### config.mk
export PLATFORM = sky130hd
export DESIGN_NAME = reg_file_8x16_flat
export DESIGN_NICKNAME = d
export VERILOG_FILES = /design/src/rtl/reg_file_8x16_if.sv /design/src/rtl/reg_file_8x16.sv /design/src/flat_wrapper.sv
export SDC_FILE = /design/constraint.sdc
export NUM_CORES = 1
export LEC_CHECK = 0
export CAP_MARGIN = 20
export CORE_ASPECT_RATIO = 0.75
export CORE_UTILIZATION = 46
export DETAILED_ROUTE_END_ITERATION = 8
export GPL_TIMING_DRIVEN = 0
export PLACE_DENSITY_LB_ADDON = 0.12
export SLEW_MARGIN = 20
export SYNTH_ARGS = -nofsm -noshare
export SYNTH_HDL_FRONTEND = slang
export SYNTH_SLANG_ARGS = --single-unit
### constraint.sdc
create_clock -name clk -period 7 [get_ports clk]
set_input_delay 1.4 -clock clk [delete_from_list [all_inputs] [get_ports clk]]
set_output_delay 1.4 -clock clk [all_outputs]
set_load 0.01 [all_outputs]
### src/rtl/reg_file_8x16_if.sv
// reg_file_8x16_if: bus bundle for the 8x16 register file.
//   we       write enable, sampled on the rising clock edge
//   wbe      byte-lane enables (bit 1 = [15:8], bit 0 = [7:0])
//   waddr    write register index
//   wdata    write data
//   raddr_a  read port A index      rdata_a  read port A data (combinational)
//   raddr_b  read port B index      rdata_b  read port B data (combinational)
//   wr_count wrapping count of committed writes
// master: the datapath/bench driving the file; slave: the register file.
interface reg_file_8x16_if #(
  parameter int DW = 16,
  parameter int AW = 3
);
  logic          we;
  logic [1:0]    wbe;
  logic [AW-1:0] waddr;
  logic [DW-1:0] wdata;
  logic [AW-1:0] raddr_a;
  logic [AW-1:0] raddr_b;
  logic [DW-1:0] rdata_a;
  logic [DW-1:0] rdata_b;
  logic [7:0]    wr_count;

  modport master (
    output we, wbe, waddr, wdata, raddr_a, raddr_b,
    input  rdata_a, rdata_b, wr_count
  );

  modport slave (
    input  we, wbe, waddr, wdata, raddr_a, raddr_b,
    output rdata_a, rdata_b, wr_count
  );
endinterface

### src/rtl/reg_file_8x16.sv
// reg_file_8x16: eight-entry, 16-bit register file for the single-cycle CPU.
//   clk  rising-edge clock for all state
//   rst  asynchronous active-high reset: R1-R6 <= 0, R7 <= SP_INIT, count <= 0
//   bus  reg_file_8x16_if.slave: one byte-laned write port, two
//        combinational read ports, committed-write counter.
// R0 is hardwired zero and has no storage. Reads come straight from the
// stored array with no write-to-read bypass, so rdata never depends on wdata.
module reg_file_8x16 #(
  parameter int            DW      = 16,
  parameter int            AW      = 3,
  parameter logic [DW-1:0] SP_INIT = 16'hFFF0
) (
  input logic            clk,
  input logic            rst,
  reg_file_8x16_if.slave bus
);
  localparam int NREG = 1 << AW;
  localparam int BW   = DW / 2;

  // Storage exists only for R1..R(NREG-1).
  logic [DW-1:0] regs_q [NREG-1:1];
  logic [DW-1:0] regs_d [NREG-1:1];
  logic [7:0]    wr_count_q;
  logic [7:0]    wr_count_d;
  logic          commit_s;
  logic [DW-1:0] rdata_a_s;
  logic [DW-1:0] rdata_b_s;

  // Merge new data into the old word lane by lane.
  function automatic logic [DW-1:0] merge_lanes(
    input logic [DW-1:0] old_v,
    input logic [DW-1:0] new_v,
    input logic [1:0]    be
  );
    logic [DW-1:0] res;
    res = old_v;
    if (be[1]) begin
      res[DW-1:BW] = new_v[DW-1:BW];
    end else begin
      res[DW-1:BW] = old_v[DW-1:BW];
    end
    if (be[0]) begin
      res[BW-1:0] = new_v[BW-1:0];
    end else begin
      res[BW-1:0] = old_v[BW-1:0];
    end
    return res;
  endfunction

  // A write only counts when it targets a real register and touches a lane.
  always_comb begin
    commit_s = bus.we && (bus.waddr != {AW{1'b0}}) && (bus.wbe != 2'b00);
  end

  // Next-state for the register array and the write counter.
  always_comb begin
    for (int i = 1; i < NREG; i++) begin
      if (commit_s && (bus.waddr == AW'(i))) begin
        regs_d[i] = merge_lanes(regs_q[i], bus.wdata, bus.wbe);
      end else begin
        regs_d[i] = regs_q[i];
      end
    end
    if (commit_s) begin
      wr_count_d = wr_count_q + 8'd1;
    end else begin
      wr_count_d = wr_count_q;
    end
  end

  // State registers; reset wins over any write sampled on the same edge.
  always_ff @(posedge clk or posedge rst) begin
    if (rst) begin
      for (int i = 1; i < NREG; i++) begin
        regs_q[i] <= (i == NREG - 1) ? SP_INIT : {DW{1'b0}};
      end
      wr_count_q <= 8'd0;
    end else begin
      for (int i = 1; i < NREG; i++) begin
        regs_q[i] <= regs_d[i];
      end
      wr_count_q <= wr_count_d;
    end
  end

  // Read ports: an address of 0 falls through to the zero default.
  always_comb begin
    rdata_a_s = {DW{1'b0}};
    rdata_b_s = {DW{1'b0}};
    for (int i = 1; i < NREG; i++) begin
      if (bus.raddr_a == AW'(i)) begin
        rdata_a_s = regs_q[i];
      end else begin
        rdata_a_s = rdata_a_s;
      end
      if (bus.raddr_b == AW'(i)) begin
        rdata_b_s = regs_q[i];
      end else begin
        rdata_b_s = rdata_b_s;
      end
    end
  end

  assign bus.rdata_a  = rdata_a_s;
  assign bus.rdata_b  = rdata_b_s;
  assign bus.wr_count = wr_count_q;
endmodule

### src/flat_wrapper.sv
// flat-port wrapper written by rule: the top's interface ports become plain ports
module reg_file_8x16_flat 
#(
  parameter int            DW      = 16,
  parameter int            AW      = 3,
  parameter logic [DW-1:0] SP_INIT = 16'hFFF0
)
  (clk, rst, bus_we, bus_wbe, bus_waddr, bus_wdata, bus_raddr_a, bus_raddr_b, bus_rdata_a, bus_rdata_b, bus_wr_count);
  reg_file_8x16_if #(.DW(DW), .AW(AW)) bus_i ();
  input logic clk;
  input logic rst;
  input wire logic [$bits(bus_i.we)-1:0] bus_we;
  input wire logic [$bits(bus_i.wbe)-1:0] bus_wbe;
  input wire logic [$bits(bus_i.waddr)-1:0] bus_waddr;
  input wire logic [$bits(bus_i.wdata)-1:0] bus_wdata;
  input wire logic [$bits(bus_i.raddr_a)-1:0] bus_raddr_a;
  input wire logic [$bits(bus_i.raddr_b)-1:0] bus_raddr_b;
  output wire logic [$bits(bus_i.rdata_a)-1:0] bus_rdata_a;
  output wire logic [$bits(bus_i.rdata_b)-1:0] bus_rdata_b;
  output wire logic [$bits(bus_i.wr_count)-1:0] bus_wr_count;
  assign bus_i.we = bus_we;
  assign bus_i.wbe = bus_wbe;
  assign bus_i.waddr = bus_waddr;
  assign bus_i.wdata = bus_wdata;
  assign bus_i.raddr_a = bus_raddr_a;
  assign bus_i.raddr_b = bus_raddr_b;
  assign bus_rdata_a = bus_i.rdata_a;
  assign bus_rdata_b = bus_i.rdata_b;
  assign bus_wr_count = bus_i.wr_count;
  reg_file_8x16 #(.DW(DW), .AW(AW), .SP_INIT(SP_INIT)) u_core (.clk(clk), .rst(rst), .bus(bus_i));
endmodule
; Word level (Yosys, flattened, before mapping)
; Index checks and enable logic that the tools add are counted.
; Widths: inputs -> output; s select.
[word_totals]
regBits = 120
inputBits = 30
output_inout_bits = 40
word_cells = 76
[classes]
n_addsub = 1
n_eq_ne = 21
muxes = 14
reduce_logical = 25
[ops]
columns = operator, count
row1 = $mux 16, 14
row2 = $eq 3x3->1 const B, 12
row3 = $reduce_and 2->1, 14
row4 = $eq 3x2->1 const B, 6
row5 = $eq 3x1->1 const B, 3
row6 = $logic_and 1x1->1, 9
row7 = $add 8x1->8 const B, 1
row8 = $reduce_bool 3->1, 1
row9 = $reduce_bool 2->1, 1

; Longest topological paths before layout
[logic_depth]
word_depth = 8
mapped_depth = 7

; Worst setup path after synthesis
; Ideal clock, no wire load.
[synth_timing]
kind = input -> output
start = in bus_raddr_b[0]
end = out bus_rdata_b[10]
t_arrival_ps = 2482
slack_ps = 3118
cell_stages = 6
path_cell_list = buf_2 -> buf_2 -> mux2_2 -> a22o_1 -> nand2_1 -> o221ai_1
[synth_via]
elab_chain_len = 8
word_cells_on_any_way = 14
cone_classes = eq/ne (7) / mux (7)
[synth_lines]
columns = element, line
row1 = from (decl), flat_wrapper.sv:17  ; input wire logic [$bits(bus_i.raddr_b)-1:0] bus_raddr_b;
row2 = $eq 3x1->1, reg_file_8x16.sv:96  ; if (bus.raddr_b == AW'(i)) begin
row3 = $mux 16 (6 in a row), reg_file_8x16.sv:96
row4 = $mux 16 *, reg_file_8x16.sv:96
row5 = to (decl), flat_wrapper.sv:19  ; output wire logic [$bits(bus_i.rdata_b)-1:0] bus_rdata_b;
; Every way passes the cells marked *; elsewhere a longest branch is shown, timed or not.

; Worst setup path after layout
[layout_timing]
start = in bus_raddr_a[1]
end = out bus_rdata_a[7]
[layout_via]
elab_chain_len = 8
word_cells_on_any_way = 14
cone_classes = eq/ne (7) / mux (7)
[layout_lines]
columns = element, line
row1 = from (decl), flat_wrapper.sv:16  ; input wire logic [$bits(bus_i.raddr_a)-1:0] bus_raddr_a;
row2 = $eq 3x1->1, reg_file_8x16.sv:91  ; if (bus.raddr_a == AW'(i)) begin
row3 = $mux 16 (6 in a row), reg_file_8x16.sv:91
row4 = $mux 16 *, reg_file_8x16.sv:91
row5 = to (decl), flat_wrapper.sv:18  ; output wire logic [$bits(bus_i.rdata_a)-1:0] bus_rdata_a;
; Marked as above.

==> flow_summary.ini <==
[run_status]
status = complete, no violations

[placed_design]
port-buffer-count = 65
gp_congestion = 0.878
pre_cts_ws_ns = 1.75
dp_hpwl_um = 13200

[die]
start_util_pct = 47.3
die_y_um = 105
io_pins = 70
die_area_um2 = 14700
rows = 37
core_um2 = 13800
die_w_um = 140

[global_routing]
overflow = 0
grt_use_met1_pct = 39.9
busiest_layer = met2
grt_max_degree = 82
antenna_found_initial = 0
grt_use_total_pct = 28.9
gr-usage-met3_pct = 6.74
grt_util_met2_pct = 43.5
grt_pass1_vias = 5343
grt_pass1_wl_um = 31100

[worst_setup_path]
crit_path_end_kind = output pin
critPathMaxFanout = 10
critPathLaunchType = primary input
critical_path_class = in2out
cp.arrival_ns = 3.91
crit_required_ns = 5.60

[synthesis]
syn-mean-instance-area_um2 = 12.0
synthXorXnorAreaFrac_pct = 0.939
synth_compound_area_share_pct = 15.7
synth_cell_type_count = 40
ys_seq_area_share_pct = 46.2
yosysWarningCount = 0
ys_ff_latch = 120
synth_top_family_by_area = multiplexers
yosys-mux-area-fraction_pct = 28.4
netlist_area_um2 = 6530
synthesis.nets = 574
synth_simple_gate_area_share_pct = 5.44
ys_async_sr_fraction_pct = 100
synth_edf_count = 0
synth_top_flop_cell = dfrtp_1
synth_fa_ha_area_share_pct = 0.192
syn-instance-count = 543

[clocking]
cts_hold_buffers = 0
cts_tree = done
ctsHtreeMaxLevel = 4
worstSkewPairLatency_ns = 0.42
cts-resized-gates = 0
cts_buffer_depth = 2
numCtsBuffers = 17
cts_root_buf = clkbuf_16
cts.reportedPaths.clkPinSlew_ns = 0.06
postCtsSetupBuffers = 0
clock-sinks = 120

[pwr]
netSwitchingPower_uw = 715
p_seq_share_pct = 40.1
power_density_nw_per_um2 = 316
cell_internal_pwr_uw = 1830
peakVddDrop_mv = 0.215
leakage_uw = 0.00338
pwr-share-comb_pct = 24.0
switching_share_pct = 28.1
power.share.clock_pct = 35.9

[timing]
slew_headroom_pct = 41.1
finClkSkew_ns = 0.00328
finalHoldViolCount = 0
tns_ns = 0
worst_pin_slew_ns = 0.884
setup-violations-final = 0
maxSlewViolCount = 0
setup_ws_ns = 1.69
grt_setup_unrepaired = no
fmax_ghz = 0.188
fin_crit_sh_pct = 75.9
post-route-min-period_ns = 5.31

[cells_and_area]
syn_to_final_growth_pct = 23.3
diodes = 0
register_area_um2 = 3020
fill_cells = 1117
drive_gt1_share_pct = 33.9
fin_nets = 659
multiInputGateArea_um2 = 3310

[drt]
first_iter_violations = 472
num_vias = 5182
ant_nets = 0
dr.pass1.iters = 5
wl_per_cell_um = 24.7
drc_errors = 0
finalWirelength_um = 20200
viasPerCell = 6.35

[run]
max-cap-violations = 0

[worst_hold_path]
min_path_type = reg2reg
==> power by group through the flow <==
stage / clock [µW] / combinational (µW) / sequential (µW)
2_1_floorplan: 0 / 392 / 988
3_3_place_gp: 0 / 586 / 1010
3_5_place_dp: 0 / 606 / 1020
4_1_cts: 927 / 610 / 1010
5_1_grt: 960 / 658 / 1040
6_report: 915 / 611 / 1020
==> metrics by stage <==
stage,hold slack (ns),instance area (µm²),power (µW),cells,util [%]
final,0.500,8050,2550,816,58.4
after global routing,0.517,8050,2660,816,58.4
after CTS,0.504,8050,2550,816,58.4
after detailed placement,0.489,7430,1630,784,53.9
after global placement,0.460,7400,1600,783,53.6
after floorplan,0.486,6530,1380,543,-
==> metal layers <==
metal	up-vias	share of wire, %
met1	2619	45
met3	61	8.3
met5	-	0
met2	261	44
met4	0	3.3
li1	2241	-
==> worst paths after layout <==
check	depth (start not counted)	to	slack (ns)	from
worst max-delay path	8	bus_rdata_a[7]	1.69	bus_raddr_a[1]
worst min-delay path	1	u_core.bus.wr_count[7]	0.50	u_core.bus.wr_count[7]
worst max register to register	2	u_core.bus.wr_count[1]	5.89	u_core.bus.wr_count[0]
worst min register to register	1	u_core.bus.wr_count[7]	0.50	u_core.bus.wr_count[7]
max in group asynchronous	3	u_core.regs_q[107]	4.87	rst
min in group asynchronous	2	u_core.regs_q[35]	1.37	rst
==> state kept, by name, indices dropped and copies added (netlist names) <==
name / cells
u_core.regs_q: 112
u_core.bus.wr_count: 8
==> layout by cell type, fill, tap and decap left out, types with 7 or more instances in the layout <==
| master | count |
|---|---|
| mux2_2 | 129 |
| dfrtp_1 | 108 |
| clkdlybuf4s50_1 | 65 |
| a21oi_1 | 30 |
| mux2i_1 | 27 |
| nand2_1 | 25 |
| a22oi_1 | 25 |
| a22o_1 | 25 |
| o221ai_1 | 19 |
| buf_2 | 18 |
| clkbuf_1 | 18 |
| o22ai_1 | 18 |
| clkbuf_16 | 17 |
| dfstp_2 | 12 |
| a21o_1 | 10 |
| nor2_2 | 8 |
| mux2_4 | 8 |
| o21ai_0 | 7 |
==> cell families after synthesis <==
family | count (synthesis)
mux | 165
xor+xnor | 7
flops | 120
fa+ha+maj | 1
buf+inv | 44
simple gates | 63
compound gates | 143
==> cell type report <==
cell class / instances / area share (%)
Inverter: 5 / 0.295
Clock buffer: 19 / 5.50
Multi-Input combinational cell: 379 / 41.1
Buffer: 39 / 2.24
Clock inverter: 13 / 2.21
Tap cell: 175 / 2.72
Timing Repair Buffer: 66 / 8.42
Sequential cell: 120 / 37.5
==> synth_stat cells (5+ instances only) <==
library cell | number | area share [%]
mux2_2 | 129 | 22
dfrtp_1 | 108 | 41
a21oi_1 | 30 | 2.3
mux2i_1 | 27 | 4.1
a22o_1 | 25 | 3.4
a22oi_1 | 25 | 2.9
nand2_1 | 25 | 1.4
o221ai_1 | 19 | 2.5
buf_2 | 18 | 1.4
o22ai_1 | 18 | 1.7
clkbuf_1 | 17 | 0.98
dfstp_2 | 12 | 4.8
a21o_1 | 10 | 1.2
mux2_4 | 8 | 1.8
nor2_2 | 8 | 0.77
o21ai_0 | 7 | 0.54
nor2b_1 | 6 | 0.58
xnor2_1 | 6 | 0.81
inv_1 | 5 | 0.29
==> worst max-delay path: stages <==
cell and delay (ns):
clkdlybuf4s50_1 0.62, buf_2 0.38, buf_2 0.39, mux2i_1 0.23, o22ai_1 0.10, nand2_1 0.11
o221ai_1 0.17, clkdlybuf4s50_1 0.52
Power figures use the tool's default switching activity.
